--- src/rtl/event_timestamp_fifo_pkg.sv ---
// rtl/event_timestamp_fifo_pkg.sv - shared edge encoding and width helper for the event timestamp FIFO
package event_timestamp_fifo_pkg;

   localparam logic EDGE_FALL = 1'b0;
   localparam logic EDGE_RISE = 1'b1;

   // Smallest r with 2**r >= value; used for pointer and occupancy widths.
   function automatic int clog2(input int value);
      int r;
      r = 0;
      while ((1 << r) < value) r++;
      return r;
   endfunction

endpackage

--- src/rtl/event_timestamp_fifo_sync_fifo_sa.sv ---
// rtl/event_timestamp_fifo_sync_fifo_sa.sv - generic show-ahead FIFO, head word presented from registered storage
module sync_fifo_sa
   import event_timestamp_fifo_pkg::*;
#(
   parameter int WIDTH = 17,
   parameter int DEPTH = 8
) (
   input  logic                   clk,
   input  logic                   reset_n,
   input  logic                   clear_i,
   input  logic                   push_i,
   input  logic                   pop_i,
   input  logic [WIDTH-1:0]       wdata_i,
   output logic [WIDTH-1:0]       rdata_o,
   output logic [clog2(DEPTH):0]  count_o,
   output logic                   full_o,
   output logic                   empty_o
);

   localparam int AW = clog2(DEPTH);
   localparam logic [AW:0]   FULL_COUNT = (AW+1)'(DEPTH);
   localparam logic [AW:0]   CNT_ONE    = (AW+1)'(1);
   localparam logic [AW-1:0] PTR_ONE    = AW'(1);

   logic [WIDTH-1:0] mem_q [DEPTH];
   logic [AW-1:0]    wr_ptr_q, wr_ptr_d;
   logic [AW-1:0]    rd_ptr_q, rd_ptr_d;
   logic [AW:0]      count_q, count_d;
   logic             do_push, do_pop;

   assign full_o  = (count_q == FULL_COUNT);
   assign empty_o = (count_q == '0);
   assign do_pop  = pop_i && !empty_o && !clear_i;
   // A pop frees the slot the push needs, so a full FIFO still accepts a simultaneous push.
   assign do_push = push_i && (!full_o || do_pop) && !clear_i;

   always_comb begin
      wr_ptr_d = wr_ptr_q;
      rd_ptr_d = rd_ptr_q;
      count_d  = count_q;
      if (clear_i) begin
         wr_ptr_d = '0;
         rd_ptr_d = '0;
         count_d  = '0;
      end else begin
         if (do_push) wr_ptr_d = wr_ptr_q + PTR_ONE;
         if (do_pop)  rd_ptr_d = rd_ptr_q + PTR_ONE;
         case ({do_push, do_pop})
            2'b10:   count_d = count_q + CNT_ONE;
            2'b01:   count_d = count_q - CNT_ONE;
            default: count_d = count_q;
         endcase
      end
   end

   always_ff @(posedge clk or negedge reset_n) begin
      if (!reset_n) begin
         wr_ptr_q <= '0;
         rd_ptr_q <= '0;
         count_q  <= '0;
      end else begin
         wr_ptr_q <= wr_ptr_d;
         rd_ptr_q <= rd_ptr_d;
         count_q  <= count_d;
      end
   end

   always_ff @(posedge clk or negedge reset_n) begin
      if (!reset_n) begin
         for (int i = 0; i < DEPTH; i++) mem_q[i] <= '0;
      end else if (do_push) begin
         mem_q[wr_ptr_q] <= wdata_i;
      end
   end

   assign rdata_o = mem_q[rd_ptr_q];
   assign count_o = count_q;

endmodule

--- src/rtl/event_timestamp_fifo.sv ---
// rtl/event_timestamp_fifo.sv - tags event pulses with a free-running timestamp and queues them show-ahead
module event_timestamp_fifo
   import event_timestamp_fifo_pkg::*;
#(
   parameter int TS_WIDTH   = 16,
   parameter int DEPTH      = 8,
   parameter int DROP_WIDTH = 8
) (
   input  logic                   clk,
   input  logic                   reset_n,
   input  logic                   i_Event,
   input  logic                   i_Level,
   input  logic                   i_Clear,
   input  logic                   i_Ready,
   output logic                   o_Valid,
   output logic [TS_WIDTH-1:0]    o_Timestamp,
   output logic                   o_Edge,
   output logic [clog2(DEPTH):0]  o_Count,
   output logic                   o_Overflow,
   output logic [DROP_WIDTH-1:0]  o_Drop_Count
);

   localparam int FW = TS_WIDTH + 1;
   localparam logic [TS_WIDTH-1:0]   TS_ONE   = TS_WIDTH'(1);
   localparam logic [DROP_WIDTH-1:0] DROP_ONE = DROP_WIDTH'(1);

   logic [TS_WIDTH-1:0]   ts_q, ts_d;
   logic                  overflow_q, overflow_d;
   logic [DROP_WIDTH-1:0] drop_q, drop_d;
   logic                  push, pop, drop, full, empty, edge_bit;
   logic [FW-1:0]         wdata, rdata;

   assign edge_bit = i_Level ? EDGE_RISE : EDGE_FALL;
   assign push     = i_Event && !i_Clear;
   assign pop      = i_Ready && !empty && !i_Clear;
   assign drop     = push && full && !pop;
   assign wdata    = {ts_q, edge_bit};

   always_comb begin
      ts_d       = ts_q + TS_ONE;
      overflow_d = overflow_q;
      drop_d     = drop_q;
      if (i_Clear) begin
         ts_d       = '0;
         overflow_d = 1'b0;
         drop_d     = '0;
      end else if (drop) begin
         overflow_d = 1'b1;
         if (drop_q != '1) drop_d = drop_q + DROP_ONE;
      end
   end

   always_ff @(posedge clk or negedge reset_n) begin
      if (!reset_n) begin
         ts_q       <= '0;
         overflow_q <= 1'b0;
         drop_q     <= '0;
      end else begin
         ts_q       <= ts_d;
         overflow_q <= overflow_d;
         drop_q     <= drop_d;
      end
   end

   sync_fifo_sa #(
      .WIDTH (FW),
      .DEPTH (DEPTH)
   ) u_fifo (
      .clk     (clk),
      .reset_n (reset_n),
      .clear_i (i_Clear),
      .push_i  (push),
      .pop_i   (pop),
      .wdata_i (wdata),
      .rdata_o (rdata),
      .count_o (o_Count),
      .full_o  (full),
      .empty_o (empty)
   );

   assign o_Valid      = !empty;
   assign o_Timestamp  = rdata[FW-1:1];
   assign o_Edge       = rdata[0];
   assign o_Overflow   = overflow_q;
   assign o_Drop_Count = drop_q;

endmodule

--- config.mk ---
export PLATFORM = sky130hd
export DESIGN_NAME = event_timestamp_fifo
export DESIGN_NICKNAME = d
export VERILOG_FILES = /design/src/rtl/event_timestamp_fifo_pkg.sv /design/src/rtl/event_timestamp_fifo_sync_fifo_sa.sv /design/src/rtl/event_timestamp_fifo.sv
export SDC_FILE = /design/constraint.sdc
export NUM_CORES = 1
export LEC_CHECK = 0
export BUFFER_PORTS_ARGS = -buffer_cell sky130_fd_sc_hd__buf_4
export CORE_UTILIZATION = 40
export CTS_BUF_LIST = sky130_fd_sc_hd__clkbuf_4
export DETAILED_ROUTE_END_ITERATION = 6
export MAX_ROUTING_LAYER = met4
export REMOVE_ABC_BUFFERS = 1
export SLEW_MARGIN = 10
export SYNTH_ARGS = -nofsm -noshare
export SYNTH_HDL_FRONTEND = slang
export SYNTH_SLANG_ARGS = --single-unit
--- constraint.sdc ---
create_clock -name clk -period 3 [get_ports clk]
set_input_delay 0.6 -clock clk [delete_from_list [all_inputs] [get_ports clk]]
set_output_delay 0.6 -clock clk [all_outputs]
set_load 0.02 [all_outputs]
=== Word level (Yosys, flattened, before mapping) ===
Cells that the tools add are included.

* Output and inout port bits: 31
* Logic and storage cells: 70
* Flip-flop bits (word level): 171
* Bits of input ports: 6

* Reduce and logical (&&, ||, !) cells: 22
* Bitwise logic cells: 2
* Multiplexer cells: 19
* $lt $le $gt $ge: 3
* Add/sub/neg operators: 6
* Equality and inequality tests: 4

{| class="wikitable"
|+ Operator list
! kind !! count
|-
| $bwmux 136 || 1
|-
| $bmux 17 s3 || 1
|-
| $demux 17 s3 || 1
|-
| $mux 17 || 3
|-
| $mux 8 || 3
|-
| $add 16x1->16 const B || 1
|-
| $mux 16 || 1
|-
| $mux 3 || 4
|-
| $logic_and 1x1->1 || 10
|-
| $add 8x1->8 const B || 1
|-
| $ge 4x4->1 const B || 2
|-
| $ne 8x8->1 const B || 1
|-
| $not 3->4 || 2
|-
| $pmux 4 s2 || 1
|-
| $reduce_bool 2->1 || 4
|-
| $add 3x1->3 const B || 2
|-
| $add 4x1->4 const B || 1
|-
| $eq 4x4->1 const B || 1
|-
| $logic_not 1->1 || 4
|-
| $logic_not 4->1 || 1
|-
| $lt 4x1->1 const B || 1
|-
| $mux 4 || 1
|-
| $sub 4x1->4 const B || 1
|-
| $mux 1 || 3
|-
| 5 further kinds || 5
|}

=== Depth between registers and ports, before layout ===
* Depth in word-level cells: 12
* Mapped depth: 9
* Depth with buffers taken out: 8

=== Modules after synthesis ===
Synthesis repeated with hierarchy kept, for this count alone.

* Cells, all modules: 577
* Area, all modules: 8,390.5 sq um

{| class="wikitable"
|+ Modules (own cells, without submodules)
! module !! cells an instance !! times used !! area each (sq um) !! seq. area each (sq um)
|-
| sync_fifo_sa || 443 || 1 || 7,110.6 || 3,653.5
|-
| event_timestamp_fifo || 134 || 1 || 1,280.0 || 625.6
|}

=== Worst setup path after synthesis ===
No wires, ideal clock.

* Path kind: register -> register
* Start: register u_fifo.count_q[3], in the netlist u_fifo.count_o[3]
* End: register u_fifo.count_q[3], in the netlist u_fifo.count_o[3]
* Path slack: 0.598 ns
* Arrival: 2.320 ns
* Library setup time: 0.082 ns
* Path buffers: 1
* Cell stages (with the launch flop): 9
* Data required time: 2.918 ns
* Period minus slack after synthesis: 2.402 ns
* Cells stage by stage: dfrtp_1 > buf_2 > o41ai_2 > nor3_1 > ha_1 > a31oi_1 > or3b_2 > a21o_1 > a31oi_1

* Longest elaborated chain between the ends: 12
* Elaborated cells on any way between the ends: 18
* Classes of those cells: 2 x add/sub; 3 x eq/ne; 2 x mux; 11 x reduce/logical

{| class="wikitable"
|+ RTL lines
! element !! line !! RTL
|-
| start, declared || event_timestamp_fifo_sync_fifo_sa.sv:28 || <nowiki>logic [AW:0] count_q, count_d;</nowiki>
|-
| start signal, assigned || event_timestamp_fifo_sync_fifo_sa.sv:64 || <nowiki>count_q <= count_d;</nowiki>
|-
| $logic_not 4->1 || event_timestamp_fifo_sync_fifo_sa.sv:32 || <nowiki>assign empty_o = (count_q == '0);</nowiki>
|-
| $logic_not 1->1 || event_timestamp_fifo_sync_fifo_sa.sv:33, event_timestamp_fifo.sv:35 ||
|-
| $logic_and 1x1->1 (2 in a row) || event_timestamp_fifo.sv:35 || <nowiki>assign pop = i_Ready && !empty && !i_Clear;</nowiki>
|-
| $logic_and 1x1->1 (2 in a row) || event_timestamp_fifo_sync_fifo_sa.sv:33 || <nowiki>assign do_pop = pop_i && !empty_o && !clear_i;</nowiki>
|-
| $logic_or 1x1->1 || event_timestamp_fifo_sync_fifo_sa.sv:35 || <nowiki>assign do_push = push_i && (!full_o || do_pop) && !clear_i;</nowiki>
|-
| $logic_and 1x1->1 (2 in a row) || event_timestamp_fifo_sync_fifo_sa.sv:35 ||
|-
| $eq 2x1->1 / $eq 2x2->1 (equally long branches) || event_timestamp_fifo_sync_fifo_sa.sv:48 || <nowiki>case ({do_push, do_pop})</nowiki>
|-
| $pmux 4 s2 || event_timestamp_fifo_sync_fifo_sa.sv:48 ||
|-
| $mux 4 || event_timestamp_fifo_sync_fifo_sa.sv:41 || <nowiki>if (clear_i) begin</nowiki>
|}

Several ways; a longest one is shown, not always the timed one.
A chain may end at the register's enable or synchronous reset.

=== Worst setup path after layout ===
* Start: register u_fifo.rd_ptr_q[0]
* End: output port o_Timestamp[10]

* Longest elaborated chain between the ends: 4

{| class="wikitable"
|+ RTL lines
! element !! line !! RTL
|-
| start, declared || event_timestamp_fifo_sync_fifo_sa.sv:27 || <nowiki>logic [AW-1:0] rd_ptr_q, rd_ptr_d;</nowiki>
|-
| start signal, assigned || event_timestamp_fifo_sync_fifo_sa.sv:63 || <nowiki>rd_ptr_q <= rd_ptr_d;</nowiki>
|-
| $not 3->4 (implied by the code) || event_timestamp_fifo_sync_fifo_sa.sv:76 || <nowiki>assign rdata_o = mem_q[rd_ptr_q];</nowiki>
|-
| $bmux 17 s3 || event_timestamp_fifo_sync_fifo_sa.sv:76 ||
|-
| $mux 17 (implied by the code) (2 in a row) || event_timestamp_fifo_sync_fifo_sa.sv:76 ||
|-
| end, declared || event_timestamp_fifo.sv:16 || <nowiki>output logic [TS_WIDTH-1:0] o_Timestamp,</nowiki>
|}

Every way passes these cells. The select of a mux whose other input is x is not followed.

==> results.json <==
{
  "status": "complete, no violations",
  "p_total_uw": 4850,
  "post_synth_num_cell_types": 51,
  "grt.total_usage": 0.171,
  "stdcell_area_sq_mm": 0.00897,
  "core_area_sq_mm": 0.0202,
  "wl_per_cell_um": 18.7,
  "clkTransAtPathRegs_ns": 0.12,
  "crit_type": "reg2out",
  "tightest_slew_ns": 0.729,
  "grt-ovfl-total": 0,
  "cts_buffer_depth": 2,
  "cp_max_fo": 16,
  "startpoint_type": "flip-flop",
  "grt_pass1_vias": 5143,
  "synth_warnings": 0,
  "rsz0062_at_grt": "no",
  "cts_htree_levels": 4,
  "clkLatencyLatePin_ns": 0.54,
  "dieArea_sq_mm": 0.0211,
  "fmax_mhz": 350,
  "cts_sinks": 171,
  "cts_tree": "yes",
  "grt_start_max_net_pins": 79,
  "place_area_sq_mm": 0.00868,
  "rows": 52,
  "post-dp-hpwl_mm": 10.1,
  "setup_viol": 0,
  "cts_root_buf": "clkbuf_4",
  "drc": 0,
  "synth-seq-area-share": 0.521,
  "fillerInstances": 1850,
  "p_sw_uw": 1420,
  "via_per_inst": 5.39,
  "diodes": 0,
  "portBuffers": 36,
  "finalMaxSlewViolations": 0,
  "relSlewSlack": 0.514,
  "drive_above_1_share": 0.366,
  "start_util": 0.407,
  "leakage_uw": 0.00423,
  "ir_drop_mv": 0.400,
  "arrival_ns": 2.26,
  "hold_violations": 0,
  "combinationalPowerShare": 0.226,
  "antenna_found_initial": 0,
  "skew_ns": 0.0131,
  "die_x_um": 145,
  "power.share.sequential": 0.524,
  "syn_inst": 579,
  "first_pass_iters": 5,
  "fp.dieH_um": 145,
  "synth-async-reset-ratio": 1.00,
  "grt_pass1_wl_mm": 27.1,
  "nets": 610,
  "holdCritPathClass": "in2async",
  "avgSynthCellArea_sq_um": 14.2,
  "power_density_mw_per_mm2": 540,
  "drtIter0Drc": 240,
  "maxCapViolations": 0,
  "drt_wl_total_mm": 16.4,
  "p_int_uw": 3430,
  "num_io_pins": 37,
  "end_kind": "primary output",
  "final_antenna_net_count": 0,
  "p_sw_frac": 0.293,
  "globalplace.congestion": 0.769,
  "p_clk_frac": 0.250,
  "ys_ff_latch": 171,
  "vias": 4739,
  "numCtsBuffers": 17,
  "finalCritPeriodShare": 0.953,
  "crit_required_ns": 2.40,
  "regToRegSetupSlack_ns": 0.49,
  "syn_to_final_growth_pct": 9.22,
  "synthFlopType": "dfrtp_1",
  "syn-cell-area_sq_mm": 0.00821,
  "finalCriticalPeriod_ns": 2.86,
  "synth_edf_count": 0
}
## critical path, cell delays in order (launching register included)
cell       delay (ns)
dfrtp_2          0.50
clkbuf_16        0.27
mux4_2           0.51
mux2_2           0.28
buf_4            0.16
## synthesized netlist by cell type (all sizes together), types with 2 or more instances
cell / n / area share
nand3: 22 / 0.024
o21ai: 8 / 0.0053
mux2i: 3 / 0.0037
mux4: 34 / 0.093
a31oi: 3 / 0.0023
nor2b: 7 / 0.0053
xor2: 7 / 0.0075
a21o: 2 / 0.0018
inv: 8 / 0.0037
ha: 6 / 0.0091
clkbuf: 23 / 0.011
xnor2: 8 / 0.0085
nand2: 12 / 0.0055
o211ai: 2 / 0.0018
a21oi: 10 / 0.0061
nor4: 3 / 0.0023
or3: 3 / 0.0023
a311oi: 2 / 0.0021
buf: 23 / 0.019
nor3: 10 / 0.0075
mux2: 156 / 0.21
dfrtp: 171 / 0.52
or4: 2 / 0.0018
nor2: 30 / 0.014
nand4: 7 / 0.0097
and3: 2 / 0.0015
## stage by stage
step / utilization / TNS (ns) / hold slack [ns] / worst slack (ns) / std cells
global route: 0.445 / 0 / 0.0984 / 0.0269 / 879
floorplan: - / -1.02 / 0.304 / -0.0603 / 533
detailed placement: 0.430 / 0 / 0.479 / 0.533 / 846
CTS: 0.442 / 0 / 0.0684 / 0.00806 / 876
finish: 0.445 / 0 / 0.0959 / 0.140 / 879
global placement: 0.430 / 0 / 0.468 / 0.600 / 846
## layer usage
layer	wire length, um	track usage	part of all wire	vias up
li1	-	-	-	2151
met1	7700	0.218	0.47	2496
met2	8020	0.278	0.49	82
met3	562	0.0399	0.034	10
met4	136	0.0395	0.0083	0
met5	0	-	0	-
## flip-flops by register name (all words and copies together), names as in the netlist
name and count:
u_fifo.mem_q 136, ts_q 16, u_fifo.wr_ptr_q 3, u_fifo.count_o 4, o_Drop_Count 8, u_fifo.rd_ptr_q 3, o_Overflow 1
## worst paths after layout
check,from,to,depth (start not counted)
setup / recovery,u_fifo.rd_ptr_q[0]$_DFFE_PN0P_,o_Timestamp[10],4
hold / removal,reset_n,u_fifo.mem_q[86]$_DFFE_PN0P_,1
setup reg to reg,u_fifo.count_o[2]$_DFFE_PN0P_,u_fifo.count_o[3]$_DFFE_PN0P_,7
hold reg to reg,u_fifo.mem_q[97]$_DFFE_PN0P_,u_fifo.mem_q[97]$_DFFE_PN0P_,1
max in group asynchronous,reset_n,u_fifo.mem_q[119]$_DFFE_PN0P_,2
min in group clk,i_Level,u_fifo.mem_q[51]$_DFFE_PN0P_,2
## power groups by stage
stage               Combinational (uW)  Clock, uW  Sequential [uW]
floorplan                          576          0             2670
global placement                  1020          0             2570
detailed placement                1040          0             2580
CTS                               1050       1270             2530
global route                      1190       1350             2560
finish                            1100       1210             2540
## logic make-up after synthesis
logic type	synth area share
AOI/OAI and AO/OA	0.0262
xor gates and xnor gates	0.0160
buffers and inverters	0.0331
DFF	0.521
adders and majority gates	0.00914
and+or+nand+nor	0.0839
muxes	0.311
## final cells by class
class | count | area (sq um) | area share
inverters | 8 | 30.0 | 0.00335
flip-flops and latches | 171 | 4280 | 0.477
well taps | 270 | 338 | 0.0377
repair buffers | 46 | 412 | 0.0459
multi-input cells | 354 | 3660 | 0.408
clock buffers | 19 | 143 | 0.0159
clock inverters | 11 | 105 | 0.0117
## repair_timing
action                                  4_1_cts  5_1_grt
hold buffers                                  0        0
resized for setup                             0        1
endpoints found under the setup margin        0       17
setup buffers                                 0        2
## cell usage in the layout, fill, tap and decap left out, types with 4 or more instances in the layout
cell type  instances
dfrtp_1          170
mux2_2            97
mux2_1            59
buf_4             41
mux4_2            34
nor2_1            30
clkbuf_4          19
nand3_1           15
nand2_1           12
a21oi_1           10
nor3_1             9
xnor2_1            8
inv_1              7
o21ai_0            7
xor2_1             7
nor2b_1            7
nand3_4            7
ha_1               6
clkinv_2           5
nand4_1            4
Power figures use the tool's default switching activity.
